**src/rtl/jk_reg_pkg.sv**
```systemverilog
// ---------------------------------------------------------------------------
// jk_reg_pkg
//   Shared definitions for the JK-cell register/counter block.
//   - mode_e : operating mode encoding seen on the 2-bit mode port.
//   - jk_e   : the four J/K input combinations of a single cell, named by the
//              action they cause on the next clock edge.
// ---------------------------------------------------------------------------
package jk_reg_pkg;

    typedef enum logic [1:0] {
        MODE_JK  = 2'b00,   // per-bit J/K taken straight from the j/k ports
        MODE_UP  = 2'b01,   // modulo up counter
        MODE_DN  = 2'b10,   // modulo down counter
        MODE_SHL = 2'b11    // shift left, serial input into bit 0
    } mode_e;

    typedef enum logic [1:0] {
        JK_HOLD   = 2'b00,
        JK_CLEAR  = 2'b01,
        JK_SET    = 2'b10,
        JK_TOGGLE = 2'b11
    } jk_e;

endpackage : jk_reg_pkg

```
**src/rtl/jk_cell.sv**
```systemverilog
// ---------------------------------------------------------------------------
// jk_cell
//   One-bit JK flip-flop with synchronous active-low clear and preset and an
//   operation enable. Priority on each rising edge:
//     clr_n low > pre_n low > en low (hold) > J/K action.
//   Asserting clr_n and pre_n together resolves to 0, so the cell never has
//   an undefined state.
//
// Ports
//   clk    in   rising-edge clock
//   clr_n  in   synchronous active-low clear (q <= 0)
//   pre_n  in   synchronous active-low preset (q <= 1)
//   en     in   1 = apply J/K, 0 = hold
//   j, k   in   JK inputs: 00 hold, 01 clear, 10 set, 11 toggle
//   q      out  cell state
// ---------------------------------------------------------------------------
module jk_cell
    import jk_reg_pkg::*;
(
    input  logic clk,
    input  logic clr_n,
    input  logic pre_n,
    input  logic en,
    input  logic j,
    input  logic k,
    output logic q
);

    jk_e action;

    assign action = jk_e'({j, k});

    // NOTE: state registers use non-blocking (<=) assignments so every cell
    // samples the pre-edge value of its neighbours, which the counter decoder
    // relies on; blocking assignments here would create order-dependent races.
    always_ff @(posedge clk) begin
        if (!clr_n) begin
            q <= 1'b0;
        end else if (!pre_n) begin
            q <= 1'b1;
        end else if (en) begin
            case (action)
                JK_HOLD:   q <= q;
                JK_CLEAR:  q <= 1'b0;
                JK_SET:    q <= 1'b1;
                JK_TOGGLE: q <= ~q;
                default:   q <= q;
            endcase
        end
    end

endmodule : jk_cell

```
**src/rtl/jk_counter_reg.sv**
```systemverilog
// ---------------------------------------------------------------------------
// jk_counter_reg
//   WIDTH-bit register built from jk_cell instances. A combinational decoder
//   turns the selected mode into per-bit J/K pairs:
//     MODE_JK  : j/k ports passed through unchanged
//     MODE_UP  : bit i toggles when all lower bits are one; when q has reached
//                or passed MODULUS-1 every bit is forced clear (wrap to 0)
//     MODE_DN  : bit i toggles when all lower bits are zero; when q is 0 or
//                above MODULUS-1 the bits are forced set/clear to MODULUS-1
//     MODE_SHL : each bit is forced to its shifted-in value (set/clear pair)
//   clear and preset are synchronous, active-low, and outrank en and mode.
//
// Parameters
//   WIDTH         register width, 1..32
//   MODULUS       count modulus for up/down modes, 2..2**WIDTH
//   PRESET_VALUE  value loaded by preset; clamped to MODULUS-1 if larger
//
// Ports
//   clk     in   rising-edge clock
//   clear   in   synchronous active-low clear, q <= 0 (beats preset)
//   preset  in   synchronous active-low preset, q <= PRESET_VALUE
//   en      in   1 = operate per mode, 0 = hold
//   mode    in   00 JK, 01 count up, 10 count down, 11 shift left
//   j, k    in   per-bit J/K, used in mode 00
//   sin     in   serial input into bit 0 in mode 11
//   q       out  register state
//   q_not   out  ~q
//   tc      out  terminal count for cascading into the next stage's en
// ---------------------------------------------------------------------------
module jk_counter_reg
    import jk_reg_pkg::*;
#(
    parameter int              WIDTH        = 8,
    parameter longint unsigned MODULUS      = 64'd1 << WIDTH,
    parameter longint unsigned PRESET_VALUE = (64'd1 << WIDTH) - 64'd1
) (
    input  logic             clk,
    input  logic             clear,
    input  logic             preset,
    input  logic             en,
    input  logic [1:0]       mode,
    input  logic [WIDTH-1:0] j,
    input  logic [WIDTH-1:0] k,
    input  logic             sin,
    output logic [WIDTH-1:0] q,
    output logic [WIDTH-1:0] q_not,
    output logic             tc
);

    // Largest in-range count value; MODULUS <= 2**WIDTH so it always fits.
    localparam logic [WIDTH-1:0] MAX_Q = WIDTH'(MODULUS - 64'd1);

    // Preset value clamped into the counting range.
    localparam longint unsigned PRESET_CLAMPED =
        (PRESET_VALUE > MODULUS - 64'd1) ? MODULUS - 64'd1 : PRESET_VALUE;
    localparam logic [WIDTH-1:0] PRESET_Q = WIDTH'(PRESET_CLAMPED);

    mode_e            mode_sel;
    logic [WIDTH-1:0] up_toggle;   // bit i toggles on increment
    logic [WIDTH-1:0] dn_toggle;   // bit i toggles on decrement
    logic [WIDTH-1:0] shl_value;   // q shifted left with sin in bit 0
    logic             at_top;      // q >= MODULUS-1 (includes out-of-range)
    logic             above_top;   // q >  MODULUS-1 (out-of-range only)
    logic             at_zero;
    logic [WIDTH-1:0] next_j;
    logic [WIDTH-1:0] next_k;
    logic [WIDTH-1:0] cell_clr_n;
    logic [WIDTH-1:0] cell_pre_n;

    assign mode_sel  = mode_e'(mode);
    assign at_top    = (q >= MAX_Q);
    assign above_top = (q > MAX_Q);
    assign at_zero   = (q == '0);

    // Ripple toggle conditions: an increment flips bit i exactly when all
    // lower bits are one; a decrement flips it when all lower bits are zero.
    always_comb begin
        logic ones_below;
        logic zeros_below;
        ones_below  = 1'b1;
        zeros_below = 1'b1;
        up_toggle   = '0;
        dn_toggle   = '0;
        for (int i = 0; i < WIDTH; i++) begin
            up_toggle[i] = ones_below;
            dn_toggle[i] = zeros_below;
            ones_below   = ones_below  &  q[i];
            zeros_below  = zeros_below & ~q[i];
        end
    end

    // A one-bit register has nothing to shift out; it just loads sin.
    generate
        if (WIDTH == 1) begin : g_shl_narrow
            assign shl_value = sin;
        end else begin : g_shl_wide
            assign shl_value = {q[WIDTH-2:0], sin};
        end
    endgenerate

    // Next-J/K decoder. Loads of a known value (wrap, out-of-range recovery,
    // shift) use J=value, K=~value so every bit is forced set or clear.
    // NOTE: both outputs get a default before the case so no path through
    // this block leaves them unassigned, which would otherwise infer latches.
    always_comb begin
        next_j = '0;
        next_k = '0;
        case (mode_sel)
            MODE_JK: begin
                next_j = j;
                next_k = k;
            end
            MODE_UP: begin
                if (at_top) begin
                    next_j = '0;
                    next_k = '1;
                end else begin
                    next_j = up_toggle;
                    next_k = up_toggle;
                end
            end
            MODE_DN: begin
                if (at_zero || above_top) begin
                    next_j = MAX_Q;
                    next_k = ~MAX_Q;
                end else begin
                    next_j = dn_toggle;
                    next_k = dn_toggle;
                end
            end
            MODE_SHL: begin
                next_j = shl_value;
                next_k = ~shl_value;
            end
            default: begin
                next_j = '0;
                next_k = '0;
            end
        endcase
    end

    // Preset is realised per bit: bits that are 1 in PRESET_Q use the cell's
    // preset, bits that are 0 use the cell's clear. The block-level clear is
    // folded into every cell's clear so it still wins over preset.
    generate
        for (genvar i = 0; i < WIDTH; i++) begin : g_cell
            if (PRESET_Q[i]) begin : g_pre_one
                assign cell_clr_n[i] = clear;
                assign cell_pre_n[i] = preset;
            end else begin : g_pre_zero
                assign cell_clr_n[i] = clear & preset;
                assign cell_pre_n[i] = 1'b1;
            end

            jk_cell u_cell (
                .clk   (clk),
                .clr_n (cell_clr_n[i]),
                .pre_n (cell_pre_n[i]),
                .en    (en),
                .j     (next_j[i]),
                .k     (next_k[i]),
                .q     (q[i])
            );
        end
    endgenerate

    assign q_not = ~q;

    // Terminal count is suppressed while clear or preset is pending, since
    // the coming edge will not perform the wrap.
    assign tc = en & clear & preset &
                (((mode_sel == MODE_UP) & at_top) |
                 ((mode_sel == MODE_DN) & at_zero));

endmodule : jk_counter_reg

```
**config.mk**
```make
export PLATFORM = sky130hd
export DESIGN_NAME = jk_counter_reg
export DESIGN_NICKNAME = d
export VERILOG_FILES = /design/src/rtl/jk_reg_pkg.sv /design/src/rtl/jk_cell.sv /design/src/rtl/jk_counter_reg.sv
export SDC_FILE = /design/constraint.sdc
export NUM_CORES = 1
export LEC_CHECK = 0
export CORE_MARGIN = 5
export CORE_UTILIZATION = 40
export DETAILED_ROUTE_END_ITERATION = 10
export DONT_BUFFER_PORTS = 1
export RECOVER_POWER = 25
export SLEW_MARGIN = 20
export SYNTH_ARGS = -nofsm -noshare
export SYNTH_HDL_FRONTEND = slang
export SYNTH_SLANG_ARGS = --single-unit
```
**constraint.sdc**
```tcl
create_clock -name clk -period 1.68 [get_ports clk]
set_input_delay 0.252 -clock clk [delete_from_list [all_inputs] [get_ports clk]]
set_output_delay 0.252 -clock clk [all_outputs]
set_load 0.01 [all_outputs]
```
# == Yosys cells after proc, flatten, opt, wreduce, memory -nomap -nowiden ==
# Index checks and enable logic that the tools add are counted.
# totals
register_bits,8
input_bits,23
output_inout_bits,17
word_cells,123
# classes
magnitude_cmp,2
eq_ne,36
mux,30
n_bitwise,28
reduce_logical,19
# op_table
op,count
$pmux W8 S4,2
$eq A2 B2 Y1 const B,18
$mux W8,4
$pmux W1 S3,8
$eq A2 B1 Y1 const B,9
$logic_not A2 Y1,9
$and A1 B1 Y1,17
$mux W1,16
$ne A2 B2 Y1 const B,8
$not A8 Y8,2
$reduce_and A2 Y1,8
$ge A8 B8 Y1 const B,1
$gt A8 B8 Y1 const B,1
$logic_not A8 Y1,1
$not A1 Y1,8
$ne A2 B1 Y1 const B,1
$logic_or A1 B1 Y1,1
$or A1 B1 Y1,1

# == Longest topological paths before layout ==
# Gate-level depths: netlist of the first run.
# depth
word_depth,13
mapped_depth,6
ltp_nobuf,4

# == Cells and area by module ==
# A second synthesis of the first run with hierarchy kept.
# hier_totals
cells_unflattened,149
hier_area_um2,1046.0
# modules_own_cells
module,n_inst,cells_each,area_each_um2,seq_area_each_um2
jk_counter_reg,1,109,675.6,0.0
jk_cell,8,5,46.3,20.0

# == Worst setup path before layout of the first run ==
# OpenSTA, ideal clock, no wires.
# synth_path
path_type,register to output
startpoint,register g_cell[0].u_cell.q
endpoint,output tc
t_arrival_ps,1497
required_time_ps,1428
path_slack_ps,-69
stages_incl_launch_ff,6
path_buffers,1
path_cell_list,dfxtp_1 > buf_6 > nand3_4 > or4_4 > o21a_1 > nor3_2
# synth_between
elab_chain_cells,4
word_cells_on_any_way,6
classes_between,1 x order compare; 4 x bitwise; 1 x reduce/logical
# synth_lines
element,line_no,source
"start, declared",jk_cell.sv:26,output logic q
"start signal, assigned",jk_cell.sv:43,JK_HOLD: q <= q;
"start signal, assigned",jk_cell.sv:46,JK_TOGGLE: q <= ~q;
"start signal, assigned",jk_cell.sv:47,default: q <= q;
$ge A8 B8 Y1 or $logic_not A8 Y1 (tied branches),"jk_counter_reg.sv:71, jk_counter_reg.sv:73",
"$and A1 B1 Y1, on equally long branches","jk_counter_reg.sv:172, jk_counter_reg.sv:173",
$or A1 B1 Y1 (*),jk_counter_reg.sv:172,(((mode_sel == MODE_UP) & at_top) |
$and A1 B1 Y1 (*),jk_counter_reg.sv:171,assign tc = en & clear & preset &
"end, declared",jk_counter_reg.sv:47,output logic tc
# Mark *: on every way between the ends. The rest lies on a longest branch, timed or not.

# == Final worst setup path of the first run ==
# layout_path
startpoint,register g_cell[3].u_cell.q
endpoint,output tc
# layout_between
elab_chain_cells,4
word_cells_on_any_way,6
classes_between,1 x order compare; 4 x bitwise; 1 x reduce/logical
# layout_lines
element,line_no
"start, declared",jk_cell.sv:26
"start signal, assigned",jk_cell.sv:43
"start signal, assigned",jk_cell.sv:46
"start signal, assigned",jk_cell.sv:47
$ge A8 B8 Y1 or $logic_not A8 Y1 (tied branches),"jk_counter_reg.sv:71, jk_counter_reg.sv:73"
"$and A1 B1 Y1, on equally long branches","jk_counter_reg.sv:172, jk_counter_reg.sv:173"
$or A1 B1 Y1 (*),jk_counter_reg.sv:172
$and A1 B1 Y1 (*),jk_counter_reg.sv:171
# Marks and branches as above.

==> insert_results.sql, run 1 <==
INSERT INTO impl_metrics (metric_group, metric, value, unit) VALUES
('outcome', 'run_status', 'finished, violations left', ''),
('outcome', 'violations', 'negative setup slack', ''),
('timing', 'period_share', '109', '%'),
('routing', 'dr.first_iter.drc_count', '38', ''),
('synth', 'synthesis.area', '0.00106', 'mm^2'),
('floorplanning', 'chip_width', '61.4', 'um'),
('cts', 'cts.root.buffer_cell', 'sky130_fd_sc_hd__clkbuf_4', ''),
('floorplanning', 'die_area', '0.00377', 'mm^2'),
('layout', 'antenna_cells', '0', ''),
('synth', 'synth.yosys.seq_area_share', '15.2', '%'),
('power', 'vdd_ir_drop_max', '363', 'uV'),
('layout', 'fin_nets', '170', ''),
('global_route', 'grt_start_max_net_pins', '26', ''),
('synth', 'number_of_synthesized_register_bits', '8', ''),
('timing', 'slew_headroom', '72.9', '%'),
('floorplanning', 'num_io_pins', '40', ''),
('layout', 'layout.cell_area.non_filler', '0.00112', 'mm^2'),
('synth', 'number_of_enable_flip_flop_cells_after_synthesis', '0', ''),
('cts', 'numCtsBuffers', '3', ''),
('timing', 'finalCriticalPeriod', '1.83', 'ns'),
('global_route', 'grt_antenna_before_repair', '0', ''),
('cts', 'clk_transition_reported_paths', '0.08', 'ns'),
('layout', 'registers.top_by_ff_count', 'g_cell.u_cell.q', ''),
('cts', 'clkLatencyLatePin', '0.27', 'ns'),
('cts', 'tritoncts', 'done', ''),
('synth', 'async_flop_share', '0', '%'),
('synth', 'postSynthCellCount', '147', ''),
('synth', 'ys_top_cells_by_count', 'sky130_fd_sc_hd__inv_1, sky130_fd_sc_hd__o21ai_0, sky130_fd_sc_hd__a21oi_1, sky130_fd_sc_hd__buf_4, sky130_fd_sc_hd__dfxtp_1', ''),
('timing', 'slew_violations', '0', ''),
('cts', 'clock_tree.htree_level_count', '1', ''),
('timing', 'final.setup.worst_slack', '-0.147', 'ns'),
('timing', 'setup_viol_count_final', '2', ''),
('routing', 'route.antenna.remaining_nets', '0', ''),
('place', 'detailed_placer_s_ending_hpwl', '2.61', 'mm'),
('synth', 'netlist.top_cell.by_area', 'sky130_fd_sc_hd__dfxtp_1', ''),
('power', 'seq_power_share', '34.3', '%'),
('global_route', 'track_usage', '20.0', '%'),
('power', 'share_comb_of_total_power', '41.3', '%'),
('layout', 'largest_register_ffs', '8', ''),
('synth', 'synth_largest_type_area_fraction', '15.2', '%'),
('timing', 'setup_total_negative_slack', '-0.213', 'ns'),
('routing', 'routed_via_density', '6.55', ''),
('synth', 'postSynth.topFlopCell', 'sky130_fd_sc_hd__dfxtp_1', ''),
('global_route', 'first_global_vias', '1133', ''),
('layout', 'area_delta_synth_final', '5.81', '%'),
('synth', 'synth_most_common_cell', 'sky130_fd_sc_hd__inv_1', ''),
('place', 'post_dp_cell_area', '0.00107', 'mm^2'),
('synth', 'syn_avg_cell_area', '7.18', 'um^2'),
('worst_setup_path', 'worst-endpoint-arrival', '1.58', 'ns'),
('global_route', 'remaining_global_route_overflow', '0', ''),
('place', 'gp_routability_congestion', '0.907', ''),
('power', 'power.share.switching', '39.6', '%'),
('power', 'power.leakage', '0.416', 'nW'),
('routing', 'avg_wl_per_cell', '19.8', 'um'),
('hold_path', 'hp-class', 'in2reg', ''),
('timing', 'timing_worst_slew_pin_value', '0.396', 'ns'),
('global_route', 'grt_pass1_wl', '5.63', 'mm'),
('worst_setup_path', 'crit_required', '1.43', 'ns'),
('routing', 'finalWirelength', '3.47', 'mm'),
('routing', 'drt_drc_violations_left', '0', ''),
('timing', 'timing_hold_violations_final', '0', ''),
('worst_setup_path', 'cp_slowest_cell', 'sky130_fd_sc_hd__or4_4', ''),
('worst_setup_path', 'timing.critical_path.to_type', 'output port', ''),
('worst_setup_path', 'critPathMaxFanout', '5', ''),
('worst_setup_path', 'criticalPathCategory', 'reg2out', ''),
('power', 'p_sw', '0.270', 'mW'),
('timing', 'grt_setup_unrepaired', 'true', ''),
('synth', 'post_synth_main_area_contributors', 'sky130_fd_sc_hd__dfxtp_1, sky130_fd_sc_hd__o21ai_0, sky130_fd_sc_hd__buf_4, sky130_fd_sc_hd__inv_1, sky130_fd_sc_hd__a21oi_1', ''),
('timing', 'final.setup_skew', '0.0158', 'ns'),
('power', 'pwr-share-clk', '24.4', '%'),
('floorplanning', 'start_util', '42.2', '%');
-- layout make-up --
type / count / area [um^2]
inverter: 13 / 48.8
fill: 276 / 1380
multi-input combinational: 104 / 722
timing repair buffer: 17 / 120
tap: 30 / 37.5
clock buffer: 3 / 22.5
sequential: 8 / 166
-- per-layer routing --
| metal | global-route usage [%] | part of all wire [%] |
|---|---|---|
| met3 | 6.08 | 9.4 |
| met4 | 5.15 | 0.98 |
| met2 | 31.3 | 47 |
| met1 | 27.0 | 43 |
| met5 | 0 | 0 |
-- metrics by stage --
stage               std cells  utilization, %  hold slack (ns)  worst slack [ns]  power [mW]
global route              175            44.7           0.0858            -0.205       0.720
floorplan                 147               -            0.370           0.00532       0.482
CTS                       175            45.1           0.0838            -0.136       0.686
finish                    175            44.7           0.0828            -0.147       0.681
detailed placement        171            42.9            0.365            0.0476       0.516
global placement          171            42.9            0.365            0.0877       0.514
-- path summary, 6_finish.rpt --
path | end | cells after the start | slack [ns] | from
worst min register to register | g_cell[0].u_cell.q$_SDFFE_PN0P_ | 3 | 0.67 | g_cell[0].u_cell.q$_SDFFE_PN0P_
worst min-delay path | g_cell[3].u_cell.q$_SDFFE_PN0P_ | 1 | 0.08 | preset
worst max-delay path | tc | 4 | -0.15 | g_cell[3].u_cell.q$_SDFFE_PN0P_
worst max register to register | g_cell[5].u_cell.q$_SDFFE_PN0P_ | 5 | -0.07 | g_cell[0].u_cell.q$_SDFFE_PN0P_
-- kinds of logic (layout without fill, tap and decap cells) --
| logic type | Yosys count | after routing | share of synthesized area, % |
|---|---|---|---|
| compound gates | 56 | 56 | 37.2 |
| buf+inv | 35 | 33 | 18.0 |
| simple gates | 46 | 46 | 27.6 |
| mux | 2 | 2 | 2.01 |
| flops | 8 | 8 | 15.2 |
-- worst max-delay path, delay by kind of cell (launching register included) --
family	cells	cell delay, ns
compound gates	1	0.15
simple gates	3	0.78
flops	1	0.38
-- power by group through the flow --
stage / Sequential (mW) / Combinational [mW] / Clock (mW)
6_report: 0.234 / 0.281 / 0.166
5_1_grt: 0.237 / 0.311 / 0.172
4_1_cts: 0.233 / 0.287 / 0.165
3_5_place_dp: 0.234 / 0.281 / 0
3_3_place_gp: 0.235 / 0.279 / 0
2_1_floorplan: 0.230 / 0.252 / 0
-- cell usage in the layout (no fill, tap or decap), types with 2 or more instances in the layout --
cell                        Yosys  routed
sky130_fd_sc_hd__nor2_1         4       4
sky130_fd_sc_hd__o2111ai_1      2       2
sky130_fd_sc_hd__o31ai_1        3       3
sky130_fd_sc_hd__clkbuf_1       6       3
sky130_fd_sc_hd__o211ai_1       4       4
sky130_fd_sc_hd__nand2b_1       3       3
sky130_fd_sc_hd__nor3_1         6       6
sky130_fd_sc_hd__a211oi_1       3       3
sky130_fd_sc_hd__a31oi_1        4       4
sky130_fd_sc_hd__nor2b_1        3       3
sky130_fd_sc_hd__o21ai_0       12      12
sky130_fd_sc_hd__clkbuf_4       0       3
sky130_fd_sc_hd__o221ai_1       3       3
sky130_fd_sc_hd__o211a_1        2       2
sky130_fd_sc_hd__a221oi_1       2       2
sky130_fd_sc_hd__o21a_1         2       2
sky130_fd_sc_hd__a21oi_1        8       8
sky130_fd_sc_hd__nand3_1        7       5
sky130_fd_sc_hd__nand4_1        2       2
sky130_fd_sc_hd__nand3_2        0       2
sky130_fd_sc_hd__buf_4          8      13
sky130_fd_sc_hd__dfxtp_2        0       2
sky130_fd_sc_hd__o32ai_1        2       2
sky130_fd_sc_hd__nand2_1        7       7
sky130_fd_sc_hd__dfxtp_1        8       5
sky130_fd_sc_hd__or4_1          2       2
sky130_fd_sc_hd__inv_1         13      13
-- timing repair --
| item | 4_1_cts | 5_1_grt |
|---|---|---|
| hold buffers | 0 | 0 |
| buffers inserted | 1 | 0 |
| pin swaps | 2 | 2 |
| endpoints found under the setup margin | 1 | 2 |
| gates resized for setup | 7 | 0 |
No activity file was read; power rests on OpenSTA's default activity.
==> run 2, diff against run 1 <==
- ABC_AREA: unset -> 1
==> run 2 against run 1 <==
Compared with the run above: the run now ends clean; utilization rose by 2.7 points; largest cell class unchanged; critical path depth grew 2; via count rose by 8.6%; area after synthesis is 5.1% lower; register-to-register slack better by 0.22 ns; largest power group unchanged; critical endpoint unchanged; clock power fell by 10%.
==> insert_results.sql, run 2 <==
INSERT INTO impl_metrics (metric_group, metric, value, unit) VALUES
('synth', 'synth.area.mux_share', '0', '%'),
('worst_setup_path', 'rr_startpoint', 'g_cell[2].u_cell.q$_SDFFE_PN0P_', ''),
('worst_setup_path', 'worst-endpoint-arrival', '1.38', 'ns'),
('routing', 'drt_drc_violations_left', '0', ''),
('power', 'totalPowerFinal', '0.671', 'mW'),
('synth', 'synth.lib_cells_used.distinct', '28', ''),
('synth', 'post_synth_main_area_contributors', 'sky130_fd_sc_hd__nand2_1, sky130_fd_sc_hd__dfxtp_1, sky130_fd_sc_hd__buf_4, sky130_fd_sc_hd__a21oi_1, sky130_fd_sc_hd__nand3_1', ''),
('floorplanning', 'start_util', '41.2', '%'),
('layout', 'drive_gt1_share', '29.1', '%'),
('layout', 'layout_common_cells', 'sky130_fd_sc_hd__nand2_1, sky130_fd_sc_hd__buf_4, sky130_fd_sc_hd__nor2_1, sky130_fd_sc_hd__a21oi_1, sky130_fd_sc_hd__inv_1', ''),
('timing', 'setup_total_negative_slack', '0', 'ns'),
('synth', 'synth_xor_xnor_area_share', '0', '%'),
('hold_path', 'worstHoldEndpoint', 'g_cell[1].u_cell.q$_SDFFE_PN0P_', ''),
('cts', 'clock_tree.htree_level_count', '1', ''),
('synth', 'number_of_enable_flip_flop_cells_after_synthesis', '0', ''),
('routing', 'vias', '1246', ''),
('timing', 'final.setup_skew', '0.00293', 'ns'),
('outcome', 'run_status', 'finished, final reports clean', ''),
('layout', 'antenna_cells', '0', ''),
('global_route', 'grt_pass1_wl', '5.51', 'mm'),
('synth', 'postSynthCellCount', '179', ''),
('run', 'cap_violations', '0', ''),
('floorplanning', 'coreArea', '0.00243', 'mm^2'),
('layout', 'num-fill-cells', '273', ''),
('timing', 'finalCriticalPeriod', '1.64', 'ns'),
('routing', 'finalWirelength', '3.47', 'mm'),
('layout', 'top_flop_regs', 'g_cell.u_cell.q: 8 flops', ''),
('place', 'placement.setup.worst_slack', '0.142', 'ns'),
('routing', 'routed_via_density', '5.69', ''),
('worst_setup_path', 'criticalPathCategory', 'reg2out', ''),
('synth', 'syn_avg_cell_area', '5.60', 'um^2'),
('timing', 'final.setup.worst_slack', '0.0445', 'ns'),
('place', 'detailed_placer_s_ending_hpwl', '2.68', 'mm'),
('synth', 'synthesis.area', '0.00100', 'mm^2'),
('worst_setup_path', 'reg2reg_setup_slack', '0.15', 'ns'),
('hold_path', 'hp-class', 'in2reg', ''),
('hold_path', 'hold-path-cell-count', '1', ''),
('synth', 'netlist.top_cell.by_area', 'sky130_fd_sc_hd__nand2_1', ''),
('timing', 'slew_headroom', '81.8', '%'),
('synth', 'number_of_nets_in_the_synthesized_netlist', '202', ''),
('layout', 'area_delta_synth_final', '15.1', '%'),
('floorplanning', 'chip_width', '60.1', 'um'),
('cts', 'max-clock-path-buffers', '2', ''),
('synth', 'number_of_synthesized_register_bits', '8', ''),
('synth', 'postSynth.topFlopCell', 'sky130_fd_sc_hd__dfxtp_1', ''),
('worst_setup_path', 'timing.critical_path.to_type', 'output port', ''),
('synth', 'ys_top_cells_by_count', 'sky130_fd_sc_hd__nand2_1, sky130_fd_sc_hd__nor2_1, sky130_fd_sc_hd__inv_1', ''),
('power', 'power.leakage', '0.548', 'nW'),
('floorplanning', 'die_area', '0.00361', 'mm^2'),
('timing', 'timing_hold_violations_final', '0', ''),
('layout', 'core_util_final', '47.4', '%'),
('worst_setup_path', 'critPathMaxFanout', '5', ''),
('layout', 'layout.cell_area.non_filler', '0.00115', 'mm^2'),
('timing', 'period_share', '97.4', '%'),
('routing', 'avg_wl_per_cell', '15.8', 'um'),
('global_route', 'grt_antenna_before_repair', '0', ''),
('layout', 'registers.top_by_ff_count', 'g_cell.u_cell.q', ''),
('worst_setup_path', 'r2r_cells', '9', ''),
('cts', 'clkLatencyLatePin', '0.26', 'ns'),
('power', 'power_density_over_the_cells', '582', 'mW/mm^2'),
('synth', 'synth_top_family_by_area', 'simple AND/OR/NAND/NOR gates', ''),
('floorplanning', 'number_of_standard_cell_rows_in_the_floorplan', '18', ''),
('cts', 'holdBufCountCts', '0', ''),
('floorplanning', 'die_height', '60.1', 'um'),
('synth', 'synth_largest_type_area_fraction', '18.7', '%'),
('cts', 'cts.root.buffer_cell', 'sky130_fd_sc_hd__clkbuf_4', ''),
('synth', 'synthSimpleGateAreaFrac', '42.1', '%'),
('global_route', 'track_usage', '20.1', '%'),
('timing', 'hold-worst-slack', '0.0804', 'ns'),
('layout', 'largest_register_ffs', '8', ''),
('global_route', 'first_global_vias', '1211', ''),
('cts', 'tritoncts', 'done', ''),
('layout', 'fin_nets', '214', ''),
('timing', 'slew_violations', '0', ''),
('worst_setup_path', 'crit_required', '1.43', 'ns'),
('timing', 'setup_viol_count_final', '0', ''),
('routing', 'detailedRoute.firstPassIterationCount', '4', ''),
('worst_setup_path', 'worst_setup_path_start_kind', 'register', ''),
('timing', 'timing_worst_slew_pin_value', '0.272', 'ns'),
('cts', 'clk_transition_reported_paths', '0.06', 'ns'),
('synth', 'synth-warning-count', '0', ''),
('layout', 'fin_cells', '219', ''),
('cts', 'numCtsBuffers', '3', ''),
('hold_path', 'hold_start', 'preset', ''),
('cts', 'cts_num_sinks', '8', ''),
('routing', 'dr.first_iter.drc_count', '74', ''),
('place', 'gp_routability_congestion', '0.968', ''),
('place', 'post_dp_cell_area', '0.00109', 'mm^2'),
('global_route', 'grt_start_max_net_pins', '14', ''),
('synth', 'adder_and_majority_gate_portion_of_the_synthesized_area', '0', '%'),
('synth', 'synth.yosys.seq_area_share', '16.0', '%'),
('power', 'vdd_ir_drop_max', '373', 'uV'),
('routing', 'route.antenna.remaining_nets', '0', ''),
('synth', 'synth_most_common_cell', 'sky130_fd_sc_hd__nand2_1', ''),
('floorplanning', 'num_io_pins', '40', ''),
('worst_setup_path', 'regToRegEndpoint', 'g_cell[5].u_cell.q$_SDFFE_PN0P_', ''),
('synth', 'compound_gate_fraction_of_synth_area', '24.8', '%'),
('layout', 'layout.cells.most_common', 'sky130_fd_sc_hd__nand2_1', ''),
('synth', 'async_flop_share', '0', '%'),
('place', 'placedCellCount', '215', ''),
('global_route', 'remaining_global_route_overflow', '0', ''),
('timing', 'achievable-frequency', '611', 'MHz'),
('place', 'buffer_ports.inserted', '0', '');
run 2: cell types whose count changed after synthesis, moves of 4 or more:
cell / before / now
sky130_fd_sc_hd__nor2_1: 4 / 16
sky130_fd_sc_hd__clkbuf_1: 6 / 0
sky130_fd_sc_hd__a22oi_1: 0 / 4
sky130_fd_sc_hd__nand3_1: 7 / 12
sky130_fd_sc_hd__nand2_1: 7 / 50
sky130_fd_sc_hd__inv_2: 0 / 10
sky130_fd_sc_hd__a21oi_1: 8 / 13
sky130_fd_sc_hd__nand2_2: 0 / 6
sky130_fd_sc_hd__nor3_1: 6 / 1
run 2: worst max-delay path by stage:
stage	startpoint	end	slack, ns	cells after the start
after floorplan	g_cell[2].u_cell.q$_SDFFE_PN0P_	tc	0.27	6
after global placement	g_cell[0].u_cell.q$_SDFFE_PN0P_	tc	0.19	6
after detailed placement	g_cell[2].u_cell.q$_SDFFE_PN0P_	g_cell[5].u_cell.q$_SDFFE_PN0P_	0.14	9
after CTS	g_cell[3].u_cell.q$_SDFFE_PN0P_	tc	0.02	5
after global routing	g_cell[0].u_cell.q$_SDFFE_PN0P_	tc	-0.03	6
final	g_cell[0].u_cell.q$_SDFFE_PN0P_	tc	0.04	6
run 2: area by class of cell:
class	count	area (um^2)	share of cell area (%)
Sequential cell	8	170	14.8
Timing Repair Buffer	18	131	11.4
Multi-Input combinational cell	135	693	60.1
Inverter	25	98.8	8.57
Clock buffer	3	22.5	1.95
Tap cell	30	37.5	3.25
run 2: power breakdown:
part | internal (mW) | switching, mW | total [mW] | leakage [nW]
registers | 0.209 | 0.0241 | 0.233 | 0.0685
logic | 0.111 | 0.178 | 0.288 | 0.465
clock network | 0.0819 | 0.0675 | 0.149 | 0.0138
total | 0.402 | 0.269 | 0.671 | 0.548
run 2: logic make-up (layout without fill, tap and decap cells):
family / Yosys count / after routing
compound gates: 41 / 41
buf+inv: 36 / 46
flops: 8 / 8
simple gates: 94 / 94
run 2: critical path: stages, from the launching register on:
cell and delay (ns):
sky130_fd_sc_hd__dfxtp_4 0.36, sky130_fd_sc_hd__inv_4 0.08, sky130_fd_sc_hd__nand2_1 0.10, sky130_fd_sc_hd__nor2_4 0.13, sky130_fd_sc_hd__nand2_2 0.09, sky130_fd_sc_hd__nor2_4 0.10, sky130_fd_sc_hd__o2111a_1 0.26
run 2: routing by layer:
metal	share of wire (%)	vias to the layer above	global-route usage, %
li1	-	607	-
met2	48	54	32.1
met5	0	-	0
met1	40	576	24.5
met3	10	9	6.26
met4	2.3	0	9.18
run 2: what timing repair did:
action                     4_1_cts  5_1_grt
resized for setup                7       10
setup endpoints to repair        1        1
setup buffers                    1        0
pin swaps                        3        2
==> run 3, diff against run 2 <==
- CORE_MARGIN: 5 -> 2
==> run 3 against run 2 <==
Compared with the run above: fmax shrank 0.28%; sequential power about the same; global-route usage grew 4.1 points; routed wire length fell by 3.4%; critical path type unchanged; critical endpoint unchanged; highest routed layer unchanged.
==> insert_results.sql, run 3 (synthesis results as in run 2) <==
INSERT INTO impl_metrics (metric_group, metric, value, unit) VALUES
('power', 'power.leakage', '0.568', 'nW'),
('cts', 'clk_transition_reported_paths', '0.07', 'ns'),
('global_route', 'grt_pass1_wl', '5.08', 'mm'),
('cts', 'tritoncts', 'done', ''),
('floorplanning', 'number_of_standard_cell_rows_in_the_floorplan', '18', ''),
('worst_setup_path', 'worst_setup_path_start_kind', 'register', ''),
('global_route', 'track_usage', '24.2', '%'),
('hold_path', 'hp-class', 'in2reg', ''),
('layout', 'top_flop_regs', 'g_cell.u_cell.q: 8 flops', ''),
('cts', 'holdBufCountCts', '0', ''),
('timing', 'final.setup_skew', '0.0135', 'ns'),
('layout', 'largest_register_ffs', '8', ''),
('routing', 'dr.first_iter.drc_count', '51', ''),
('timing', 'final.setup.worst_slack', '0.0399', 'ns'),
('place', 'placement.setup.worst_slack', '0.178', 'ns'),
('global_route', 'remaining_global_route_overflow', '0', ''),
('timing', 'slew_headroom', '79.6', '%'),
('worst_setup_path', 'timing.critical_path.to_type', 'output port', ''),
('cts', 'clock_tree.htree_level_count', '1', ''),
('power', 'p_sw', '0.279', 'mW'),
('timing', 'timing_worst_slew_pin_value', '0.305', 'ns'),
('worst_setup_path', 'worst-endpoint-arrival', '1.39', 'ns'),
('power', 'power_density_over_the_cells', '579', 'mW/mm^2'),
('worst_setup_path', 'reg2reg_setup_slack', '0.22', 'ns'),
('floorplanning', 'die_area', '0.00292', 'mm^2'),
('floorplanning', 'num_io_pins', '40', ''),
('run', 'cap_violations', '0', ''),
('routing', 'vias', '1273', ''),
('global_route', 'grt_antenna_before_repair', '0', ''),
('floorplanning', 'chip_width', '54.1', 'um'),
('worst_setup_path', 'critPathMaxFanout', '5', ''),
('worst_setup_path', 'cp_slowest_cell', 'sky130_fd_sc_hd__dfxtp_4', ''),
('floorplanning', 'coreArea', '0.00243', 'mm^2'),
('layout', 'layout.cells.most_common', 'sky130_fd_sc_hd__nand2_1', ''),
('power', 'vdd_ir_drop_max', '344', 'uV'),
('routing', 'finalWirelength', '3.35', 'mm'),
('cts', 'clkLatencyLatePin', '0.27', 'ns'),
('layout', 'registers.top_by_ff_count', 'g_cell.u_cell.q', ''),
('timing', 'timing_hold_violations_final', '0', ''),
('cts', 'cts.root.buffer_cell', 'sky130_fd_sc_hd__clkbuf_4', ''),
('power', 'totalPowerFinal', '0.683', 'mW'),
('worst_setup_path', 'crit_required', '1.43', 'ns'),
('power', 'pwr-share-clk', '23.6', '%'),
('worst_setup_path', 'cpLargestDelayFamily', 'simple AND/OR/NAND/NOR gates', ''),
('timing', 'slew_violations', '0', ''),
('global_route', 'first_global_vias', '1075', ''),
('cts', 'max-clock-path-buffers', '2', ''),
('global_route', 'grt_start_max_net_pins', '14', ''),
('place', 'buffer_ports.inserted', '0', ''),
('cts', 'numCtsBuffers', '3', ''),
('timing', 'finalCriticalPeriod', '1.64', 'ns'),
('power', 'share_comb_of_total_power', '42.5', '%'),
('worst_setup_path', 'worst_path_largest_cell_delay', '0.37', 'ns'),
('worst_setup_path', 'path_buf_inv', '1', ''),
('layout', 'drive_gt1_share', '29.2', '%'),
('power', 'seq_power_share', '33.8', '%'),
('place', 'placedCellCount', '215', ''),
('routing', 'detailedRoute.firstPassIterationCount', '4', ''),
('timing', 'setup_viol_count_final', '0', ''),
('place', 'gp_routability_congestion', '0.981', ''),
('power', 'power.share.switching', '40.9', '%'),
('layout', 'antenna_cells', '0', ''),
('layout', 'fin_cells', '222', ''),
('worst_setup_path', 'critical_path_cell_by_cell', 'inv_1, nand2_1, nor2_2, nand2_4, nor2_4, o2111a_1', ''),
('timing', 'setup_total_negative_slack', '0', 'ns'),
('worst_setup_path', 'criticalPathCategory', 'reg2out', ''),
('floorplanning', 'start_util', '41.2', '%'),
('layout', 'fin_nets', '217', ''),
('place', 'detailed_placer_s_ending_hpwl', '2.55', 'mm'),
('layout', 'area_delta_synth_final', '17.6', '%'),
('layout', 'layout_common_cells', 'sky130_fd_sc_hd__nand2_1, sky130_fd_sc_hd__buf_4, sky130_fd_sc_hd__inv_1, sky130_fd_sc_hd__nor2_1, sky130_fd_sc_hd__a21oi_1', ''),
('routing', 'route.antenna.remaining_nets', '0', ''),
('cts', 'cts_num_sinks', '8', ''),
('timing', 'achievable-frequency', '610', 'MHz'),
('routing', 'drt_drc_violations_left', '0', ''),
('routing', 'routed_via_density', '5.73', ''),
('outcome', 'run_status', 'finished, final reports clean', ''),
('routing', 'avg_wl_per_cell', '15.1', 'um'),
('timing', 'period_share', '97.6', '%'),
('floorplanning', 'die_height', '54.1', 'um'),
('power', 'p_int', '0.403', 'mW');
## run 3: cell count changes in the layout (fill, tap and decap cells not counted)
cell | before | now
sky130_fd_sc_hd__inv_1 | 12 | 13
sky130_fd_sc_hd__dfxtp_1 | 2 | 3
sky130_fd_sc_hd__nand2_4 | 0 | 1
sky130_fd_sc_hd__dfxtp_2 | 5 | 2
sky130_fd_sc_hd__buf_4 | 17 | 19
sky130_fd_sc_hd__inv_2 | 10 | 11
sky130_fd_sc_hd__dfxtp_4 | 1 | 3
sky130_fd_sc_hd__nand2_1 | 50 | 49
sky130_fd_sc_hd__inv_4 | 2 | 0
sky130_fd_sc_hd__clkbuf_1 | 1 | 2
## run 3: area by class of cell
class | count | area [um^2]
flip-flops and latches | 8 | 174
inverters | 25 | 93.8
well taps | 30 | 37.5
clock buffers | 3 | 22.5
repair buffers | 21 | 150
multi-input cells | 135 | 701
fillers | 258 | 1250
## run 3: final timing paths
check | from | to | cells after the start
worst max-delay path | g_cell[4].u_cell.q$_SDFFE_PN0P_ | tc | 6
worst min-delay path | preset | g_cell[7].u_cell.q$_SDFFE_PN0P_ | 1
worst max register to register | g_cell[2].u_cell.q$_SDFFE_PN0P_ | g_cell[5].u_cell.q$_SDFFE_PN0P_ | 9
worst min register to register | g_cell[4].u_cell.q$_SDFFE_PN0P_ | g_cell[4].u_cell.q$_SDFFE_PN0P_ | 2
## run 3: power by group through the flow
| stage | sequential (mW) | combinational [mW] | clock (mW) |
|---|---|---|---|
| 2_1_floorplan | 0.232 | 0.206 | 0 |
| 3_3_place_gp | 0.233 | 0.271 | 0 |
| 3_5_place_dp | 0.233 | 0.273 | 0 |
| 4_1_cts | 0.232 | 0.276 | 0.165 |
| 5_1_grt | 0.233 | 0.322 | 0.168 |
| 6_report | 0.231 | 0.290 | 0.161 |
## run 3: per-layer routing
layer  up-vias  track usage [%]  share of wire [%]
li1        615                -                  -
met2        75             40.7                 45
met5         -                0                  0
met4         0             8.75                2.6
met1       570             31.1                 42
met3        13             3.61                 10
## run 3: stage by stage
step / area [um^2] / utilization [%] / hold slack, ns
CTS: 1120 / 46.2 / 0.0679
finish: 1180 / 48.5 / 0.0728
global route: 1180 / 48.5 / 0.0736
global placement: 1090 / 44.8 / 0.350
floorplan: 1000 / - / 0.457
detailed placement: 1090 / 44.8 / 0.353
## run 3: what timing repair did
item                                    CTS  global route
endpoints found under the setup margin    1             1
pin swaps                                 1             4
resized for setup                         8             9
buffers inserted                          0             4
